### src/rtl/disp_scheduler.sv
// -----------------------------------------------------------------------------
// disp_scheduler
//
// Display scheduler for the calculator's 4-digit 7-segment display. It
// arbitrates round-robin between two requesters: A (operand entry) and
// B (result). The granted 14-bit value runs through a sequential
// shift-add-3 binary-to-BCD converter, one bit per clock. The four BCD
// digits are then time-multiplexed onto active-low anode and cathode pins.
//
// Optional feature macro: LEADING_ZERO_BLANK_EN
//   When it is defined, digits above the most significant nonzero digit are
//   blanked. The ones digit is always shown. Overflow dashes are unaffected.
//
// Parameters
//   REFRESH_BITS   refresh counter width; digit period = 2^(REFRESH_BITS-2) clocks
//
// Ports
//   clock_100Mhz   in   system clock
//   reset          in   asynchronous, active-high reset
//   a_req/a_value  in   requester A handshake and 14-bit unsigned value
//   a_ack          out  one-cycle pulse when a_value is captured
//   b_req/b_value  in   requester B handshake and 14-bit unsigned value
//   b_ack          out  one-cycle pulse when b_value is captured
//   busy           out  high while a conversion is in progress (CONVERT, LOAD)
//   Anode_Activate out  active-low digit enables (bit 0 = ones), registered
//   disp           out  active-low segments {g,f,e,d,c,b,a}, registered
// -----------------------------------------------------------------------------
module disp_scheduler #(
  parameter int REFRESH_BITS = 20
) (
  input  logic        clock_100Mhz,
  input  logic        reset,
  input  logic        a_req,
  input  logic [13:0] a_value,
  output logic        a_ack,
  input  logic        b_req,
  input  logic [13:0] b_value,
  output logic        b_ack,
  output logic        busy,
  output logic [3:0]  Anode_Activate,
  output logic [6:0]  disp
);

  typedef enum logic [1:0] {IDLE, CONVERT, LOAD} state_t;

  localparam logic [6:0] SEG_BLANK = 7'b1111111;
  localparam logic [6:0] SEG_DASH  = 7'b0111111;

  state_t      state;
  logic [13:0] shift_reg;
  logic [15:0] bcd;
  logic [3:0]  bit_cnt;
  logic        ovf;
  logic        last_b;      // 1 = B was granted last, so A wins a tie next
  logic [15:0] disp_bcd;
  logic        disp_ovf;
  logic [REFRESH_BITS-1:0] refresh_cnt;

  // ---------------------------------------------------------------------------
  // Arbitration and conversion datapath
  // ---------------------------------------------------------------------------
  logic        grant_a;
  logic        grant_b;
  logic [13:0] cap_value;
  logic [15:0] bcd_adj;
  logic [29:0] conv_next;

  function automatic logic [3:0] add3(input logic [3:0] n);
    return (n >= 4'd5) ? n + 4'd3 : n;
  endfunction

  assign grant_a   = a_req & (~b_req | last_b);
  assign grant_b   = b_req & ~grant_a;
  assign cap_value = grant_a ? a_value : b_value;
  assign bcd_adj   = {add3(bcd[15:12]), add3(bcd[11:8]), add3(bcd[7:4]), add3(bcd[3:0])};
  // Bits shifted out of the top of the BCD field are dropped. Only values
  // above 9999 produce them, and those are shown as overflow anyway.
  assign conv_next = {bcd_adj, shift_reg} << 1;

  // ---------------------------------------------------------------------------
  // Control FSM. Acks and busy are registered alongside the state.
  // ---------------------------------------------------------------------------
  // NOTE: every register in a clocked block is assigned with <=, so all of
  // them update together from values sampled before the edge.
  always_ff @(posedge clock_100Mhz or posedge reset) begin
    if (reset) begin
      state     <= IDLE;
      shift_reg <= '0;
      bcd       <= '0;
      bit_cnt   <= '0;
      ovf       <= 1'b0;
      last_b    <= 1'b1;
      disp_bcd  <= '0;
      disp_ovf  <= 1'b0;
      a_ack     <= 1'b0;
      b_ack     <= 1'b0;
      busy      <= 1'b0;
    end else begin
      a_ack <= 1'b0;
      b_ack <= 1'b0;
      case (state)
        IDLE: begin
          if (a_req || b_req) begin
            shift_reg <= cap_value;
            bcd       <= '0;
            bit_cnt   <= '0;
            ovf       <= (cap_value > 14'd9999);
            a_ack     <= grant_a;
            b_ack     <= grant_b;
            last_b    <= grant_b;
            busy      <= 1'b1;
            state     <= CONVERT;
          end
        end
        CONVERT: begin
          {bcd, shift_reg} <= conv_next;
          bit_cnt          <= bit_cnt + 4'd1;
          if (bit_cnt == 4'd13) state <= LOAD;
        end
        LOAD: begin
          disp_bcd <= bcd;
          disp_ovf <= ovf;
          busy     <= 1'b0;
          state    <= IDLE;
        end
        default: state <= IDLE;
      endcase
    end
  end

  // ---------------------------------------------------------------------------
  // Refresh scan
  // ---------------------------------------------------------------------------
  logic [1:0] sel;
  logic [3:0] digit;
  logic       blank;
  logic [3:0] anode_next;
  logic [6:0] seg_next;

  assign sel = refresh_cnt[REFRESH_BITS-1 -: 2];

  // NOTE: each signal in this block gets a default first, so no path through
  // the case statements can leave it unassigned and infer a latch.
  always_comb begin
    digit      = disp_bcd[3:0];
    anode_next = 4'b1110;
    blank      = 1'b0;
    seg_next   = SEG_BLANK;
    case (sel)
      2'd0: begin digit = disp_bcd[3:0];   anode_next = 4'b1110; end
      2'd1: begin digit = disp_bcd[7:4];   anode_next = 4'b1101; end
      2'd2: begin digit = disp_bcd[11:8];  anode_next = 4'b1011; end
      2'd3: begin digit = disp_bcd[15:12]; anode_next = 4'b0111; end
      default: ;
    endcase
`ifdef LEADING_ZERO_BLANK_EN
    // A digit is blanked when it and every digit above it are zero.
    case (sel)
      2'd1: blank = (disp_bcd[15:4] == 12'd0);
      2'd2: blank = (disp_bcd[15:8] == 8'd0);
      2'd3: blank = (disp_bcd[15:12] == 4'd0);
      default: blank = 1'b0;
    endcase
`else
    blank = 1'b0;
`endif
    case (digit)
      4'd0: seg_next = 7'b1000000;
      4'd1: seg_next = 7'b1111001;
      4'd2: seg_next = 7'b0100100;
      4'd3: seg_next = 7'b0110000;
      4'd4: seg_next = 7'b0011001;
      4'd5: seg_next = 7'b0010010;
      4'd6: seg_next = 7'b0000010;
      4'd7: seg_next = 7'b1111000;
      4'd8: seg_next = 7'b0000000;
      4'd9: seg_next = 7'b0010000;
      default: seg_next = SEG_BLANK;
    endcase
    if (blank)    seg_next = SEG_BLANK;
    if (disp_ovf) seg_next = SEG_DASH;
  end

  always_ff @(posedge clock_100Mhz or posedge reset) begin
    if (reset) begin
      refresh_cnt    <= '0;
      Anode_Activate <= 4'b1111;
      disp           <= SEG_BLANK;
    end else begin
      refresh_cnt    <= refresh_cnt + {{(REFRESH_BITS-1){1'b0}}, 1'b1};
      Anode_Activate <= anode_next;
      disp           <= seg_next;
    end
  end

endmodule

### config.mk
export PLATFORM = sky130hd
export DESIGN_NAME = disp_scheduler
export DESIGN_NICKNAME = d
export VERILOG_FILES = /design/src/rtl/disp_scheduler.sv
export SDC_FILE = /design/constraint.sdc
export NUM_CORES = 1
export LEC_CHECK = 0
export ABC_AREA = 1
export BUFFER_PORTS_ARGS = -buffer_cell sky130_fd_sc_hd__clkbuf_2
export CORE_ASPECT_RATIO = 0.8
export CORE_UTILIZATION = 50
export DETAILED_ROUTE_END_ITERATION = 6
export PLACE_DENSITY = 0.84
export SYNTH_ARGS = -nofsm -noshare
export SYNTH_HDL_FRONTEND = slang
export SYNTH_SLANG_ARGS = --single-unit
### constraint.sdc
create_clock -name clock_100Mhz -period 3 [get_ports clock_100Mhz]
set_input_delay 0.6 -clock clock_100Mhz [delete_from_list [all_inputs] [get_ports clock_100Mhz]]
set_output_delay 0.6 -clock clock_100Mhz [all_outputs]
set_load 0.02 [all_outputs]
Word-level counts from Yosys, hierarchy flattened
Memory sizes are Yosys's and may differ from the RTL's.
Cells that the tools add are included.
{ "totals": {"romBits": 112, "register_bits": 89, "wordCells": 71, "mem_count": 1, "in_bits": 32, "output_inout_bits": 14} }
{ "mem_list": {"columns": ["name", "words", "width", "read_ports", "rd_ports_with_merged_regs", "write_ports", "line_no", "rtl"], "rows": [
  ["(name not given)", 16, 7, 1, 0, 0, "167", "case (digit)"]
]} }
{ "classes": {"n_addsub": 6, "bitwise": 5, "mux": 23, "reduce_logical": 9, "n_eq_ne": 8, "order_cmp": 5} }
{ "ops": {"columns": ["op", "n"], "rows": [
  ["one-hot mux 16 bit (2 select lines)", 1],
  ["one-hot mux 4 bit (4 select lines)", 2],
  ["two-way mux 14 bit", 2],
  ["one-hot mux 14 bit (2 select lines)", 1],
  ["adder 20 x 1 -> 20 bit (second input constant)", 1],
  ["greater-or-equal comparator 4 x 3 -> 1 bit (second input constant)", 4],
  ["two-way mux 16 bit", 1],
  ["two-way mux 4 bit", 4],
  ["greater-than comparator 14 bit (second input constant)", 1],
  ["adder 4 x 2 -> 4 bit (second input constant)", 3],
  ["one-hot mux 4 bit (2 select lines)", 1],
  ["AND reduction 2 bit", 4],
  ["two-way mux 7 bit", 1],
  ["== test 2 bit (second input constant)", 3],
  ["two-way mux 1 bit", 5],
  ["adder 4 x 1 -> 4 bit (second input constant)", 1],
  ["== test 2 x 1 -> 1 bit (second input constant)", 2],
  ["== test 4 bit (second input constant)", 1],
  ["zero test 2 bit", 2],
  ["two-way mux 2 bit", 2],
  ["inequality test 2 bit (second input constant)", 2],
  ["one-hot mux 2 bit (2 select lines)", 1],
  ["nonzero test 2 bit", 2],
  ["adder 3 x 2 -> 3 bit (second input constant)", 1],
  ["6 further kinds", 8]
]} }

Logic depth before layout (Yosys ltp)
{ "depth": {"ltp_word": 7, "mapped_depth": 11, "depth_no_buf": 11} }

Least setup slack after synthesis
Ideal clock, no wire load.
{ "synth_timing": {"path_type": "input to register", "startpoint": "input port a_req", "endpoint": "register shift_reg[8]", "required_time_ps": 2863, "slack_ps": 1526, "path_buffers": 2, "stages": 6, "arrival_ps": 1337, "path_cell_list": "buf_6 o21ai_4 inv_2 buf_4 nand2_1 o221ai_1"} }
{ "synth_between": {"elab_chain_len": 4} }
{ "synth_rtl": {"columns": ["element", "line_no", "rtl"], "rows": [
  ["from (decl)", "33", "input logic a_req,"],
  ["AND 1 bit", "72", "assign grant_a = a_req & (~b_req | last_b);"],
  ["two-way mux 14 bit", "74", "assign cap_value = grant_a ? a_value : b_value;"],
  ["two-way mux 14 bit", "103", "if (a_req || b_req) begin"],
  ["one-hot mux 14 bit (2 select lines)", "101", "case (state)"],
  ["to (signal assigned)", "104", "shift_reg <= cap_value;"],
  ["to (signal assigned)", "116", "{bcd, shift_reg} <= conv_next;"],
  ["to (decl)", "50", "logic [13:0] shift_reg;"]
]} }
Parallel ways exist; a longest one is shown, timed or not. The select of a mux whose other input is x is not followed.
A chain may end at the register's enable or synchronous reset.

Worst setup path after layout
{ "layout_timing": {"startpoint": "register state[1]", "endpoint": "register shift_reg[2]"} }
{ "layout_between": {"elab_chain_len": 3} }
{ "layout_rtl": {"columns": ["element", "line_no", "rtl"], "rows": [
  ["from (decl)", "49", "state_t state;"],
  ["from (signal assigned)", "87", "state <= IDLE;"],
  ["from (signal assigned)", "112", "state <= CONVERT;"],
  ["from (signal assigned)", "118", "if (bit_cnt == 4'd13) state <= LOAD;"],
  ["== test 2 x 1 -> 1 bit or zero test 2 bit (tied branches)", "101", null],
  ["nonzero test 2 bit (no line) or inequality test 2 bit (tied branches)", null, null],
  ["AND reduction 2 bit (no line)", null, null]
]} }
Parallel ways exist; a longest one is shown, timed or not.

==> impl_results.md <==
- Period utilisation layout: 58.30%
- Final hold vios: 0
- Clk_lat worst skew: 0.36 ns
- Peak Freq: 571.7 MHz
- Endpoints failing setup: 0
- Largest regs: refresh_cnt (20), bcd (16), disp_bcd (16)
- Syn nets: 537
- Setup ws final: 1.251 ns
- Critical path type: register to register
- Diode count: 0
- Std cell rows: 30
- Most frequent cells after synthesis: nand2_1 (114), dfrtp_1 (77), inv_1 (46)
- CTS Root Cell: clkbuf_8
- Fin crit period: 1.749 ns
- Num ports: 46
- Starting Density: 51.63%
- DRC: 0
- Peak fanout along the critical path: 25
- Slew Viols, Final: 0
- Worst setup path endpoint: shift_reg[2]$_DFFE_PP0P_
- Initial antenna violation count: 0
- Clock Skew: 0.01242 ns
- Fill count: 717
- Post-CTS resize count: 0
- H-tree levels: 3
- Worst hold margin: 0.2899 ns
- Area grow syn2layout: 10.84%
- CP required: 3.23 ns
- Mapped cell area: 4399 µm²
- Aggregate global routing overflow: 0
- Leak: 2.406 nW
- Unique masters post-synth: 40
- Max clock buf depth: 2
- Reg clk slew, reported paths: 0.08 ns
- Yosys reg bits: 89
- Syn avg cell area: 8.905 µm²
- Final HPWL DP: 6.479 mm
- Die area: 9180 µm²
- Syn. warnings: 0
- Die Ht: 85.90 µm
- Sequential share of the synthesized area: 50.97%
- Port Buffers: 45
- Total Wirelength: 8.852 mm
- Post-synth top area share: 43.80%
- Endpoint class of the critical path: register
- FF-to-FF path depth: 7
- Post-synth top area cell: dfrtp_1
- Pin count of the biggest net entering global routing: 38
- DRT iter0 DRCs: 216
- Peak VDD IR: 0.4134 mV
- R2R Setup Slk: 1.25 ns
- Most common cell in the netlist: nand2_1
- Setup Slack @ Placement: 1.122 ns
- Vias in the first global route: 3300
- # Max-Cap Violations: 0
- Hold WC Path Type: primary input to asynchronous set/reset pin
- Reg2reg end: shift_reg[2]$_DFFE_PP0P_
- Outcome: finished, final reports clean
- Core Region: 8521 µm²
- Top post-synthesis cells by area: dfrtp_1 (44%), nand2_1 (9.7%), dfstp_2 (7.2%)
- Number of synthesized flops with an enable pin: 0
- Via density: 5.196
- GPL Wtd Cong: 0.8638
- Unrepaired setup endpoints after global routing: no
- Largest register FFs: 20
- Wire length per cell: 13.45 µm
- Clk sinks: 89
- Post-route ant nets: 0
- Die W: 106.9 µm
- First-pass GRT wire length: 15.35 mm
- Top FF cell, synth: dfrtp_1
- Top reg by flops: refresh_cnt
- Fraction of layout cells with a size suffix above 1: 18.68%
- Synth Instances: 494
- Post-route setup TNS: 0 ns
- Worst slew margin: 38.60%
- Worst EP arrival: 1.98 ns
- CTS tree: built
- DRT Pass-1 Iters: 5
- Vias post-DR: 3419
- Power per cell area: 846.1 nW/µm²
- NumNets Final: 584
- Worst setup SP type: register
- CTS Hold Bufs: 0
- Crit path launch: state[1]$_DFFE_PP0P_
- GR Util All Layers: 21.53%
- TritonCTS Buffers: 9
- RR Startpoint: state[1]$_DFFE_PP0P_
- Fraction of registers with async set/reset: 100.0%
- Worst-margin pin slew: 0.9188 ns
- Postcts setup bufs: 0
worst min-delay path by stage:
stage / start / to / slack [ns] / depth (start not counted)
final: reset / a_ack$_DFF_PP0_ / 0.29 / 2
after global routing: reset / shift_reg[0]$_DFFE_PP0P_ / 0.33 / 2
after global placement: bit_cnt[3]$_DFFE_PP0P_ / bit_cnt[3]$_DFFE_PP0P_ / 0.46 / 1
after detailed placement: bit_cnt[3]$_DFFE_PP0P_ / bit_cnt[3]$_DFFE_PP0P_ / 0.46 / 1
after CTS: reset / shift_reg[6]$_DFFE_PP0P_ / 0.29 / 2
after floorplan: bit_cnt[3]$_DFFE_PP0P_ / bit_cnt[3]$_DFFE_PP0P_ / 0.44 / 1
cell families after synthesis:
logic type                 share of synthesized area [%]
and+or+nand+nor                                    22.47
AOI/OAI and AO/OA                                  12.60
DFF                                                50.97
xor gates and xnor gates                           3.783
buffers and inverters                              7.054
adders and majority gates                          3.129
metal layers:
layer	track usage (%)	routed length, µm	vias to the layer above
met4	5.106	76	0
met1	30.14	4153	1581
met3	5.699	541	10
met2	33.67	4080	99
met5	0	0	-
li1	-	-	1729
final cells by class:
type / instances / area, µm² / share of cell area (%)
multi-input combinational: 339 / 1847 / 37.88
clock buffer: 16 / 180.2 / 3.695
sequential: 89 / 2242 / 45.98
inverter: 54 / 206.4 / 4.234
tap: 112 / 140.1 / 2.874
timing repair buffer: 48 / 260.3 / 5.337
critical path, cell delays in order (launching register included):
cell      delay (ns)
dfrtp_1         0.45
nor2_4          0.12
buf_4           0.25
inv_4           0.15
nand2_4         0.29
inv_2           0.14
nand2_1         0.08
o221ai_1        0.11
where the power goes:
part | switching [mW] | internal, mW | total, mW
clock | 0.390 | 0.372 | 0.761
combinational | 0.988 | 0.552 | 1.54
sequential | 0.230 | 1.59 | 1.82
stage by stage:
stage	util, %	area [µm²]	instances	total power, mW
2_1_floorplan	-	4399	494	2.988
3_3_place_gp	55.11	4696	642	3.261
3_5_place_dp	55.11	4696	642	3.369
4_1_cts	57.22	4876	658	4.128
5_1_grt	57.22	4876	658	4.439
6_report	57.22	4876	658	4.126
placed cells by master (no fill, tap or decap), types with 2 or more instances in the layout:
master | synthesis | final
nor2_2 | 3 | 3
xnor2_1 | 7 | 7
o211ai_2 | 2 | 2
buf_4 | 1 | 2
nand3_1 | 42 | 42
nand2_4 | 2 | 2
inv_1 | 46 | 45
a21oi_1 | 18 | 18
ha_1 | 11 | 11
dfstp_2 | 12 | 12
o21ai_0 | 41 | 41
o21ai_1 | 15 | 15
dfrtp_1 | 77 | 77
clkbuf_8 | 0 | 12
nor2_1 | 29 | 29
nand2_2 | 3 | 3
xor2_1 | 12 | 12
nand2_1 | 114 | 114
o21ai_2 | 2 | 2
o22ai_1 | 4 | 4
nor2_4 | 2 | 2
nand4_1 | 7 | 7
o221ai_1 | 7 | 7
clkbuf_1 | 3 | 4
inv_2 | 7 | 7
nor3_1 | 5 | 5
o211ai_1 | 3 | 3
clkbuf_2 | 0 | 45
(Power assumes the default switching activity.)
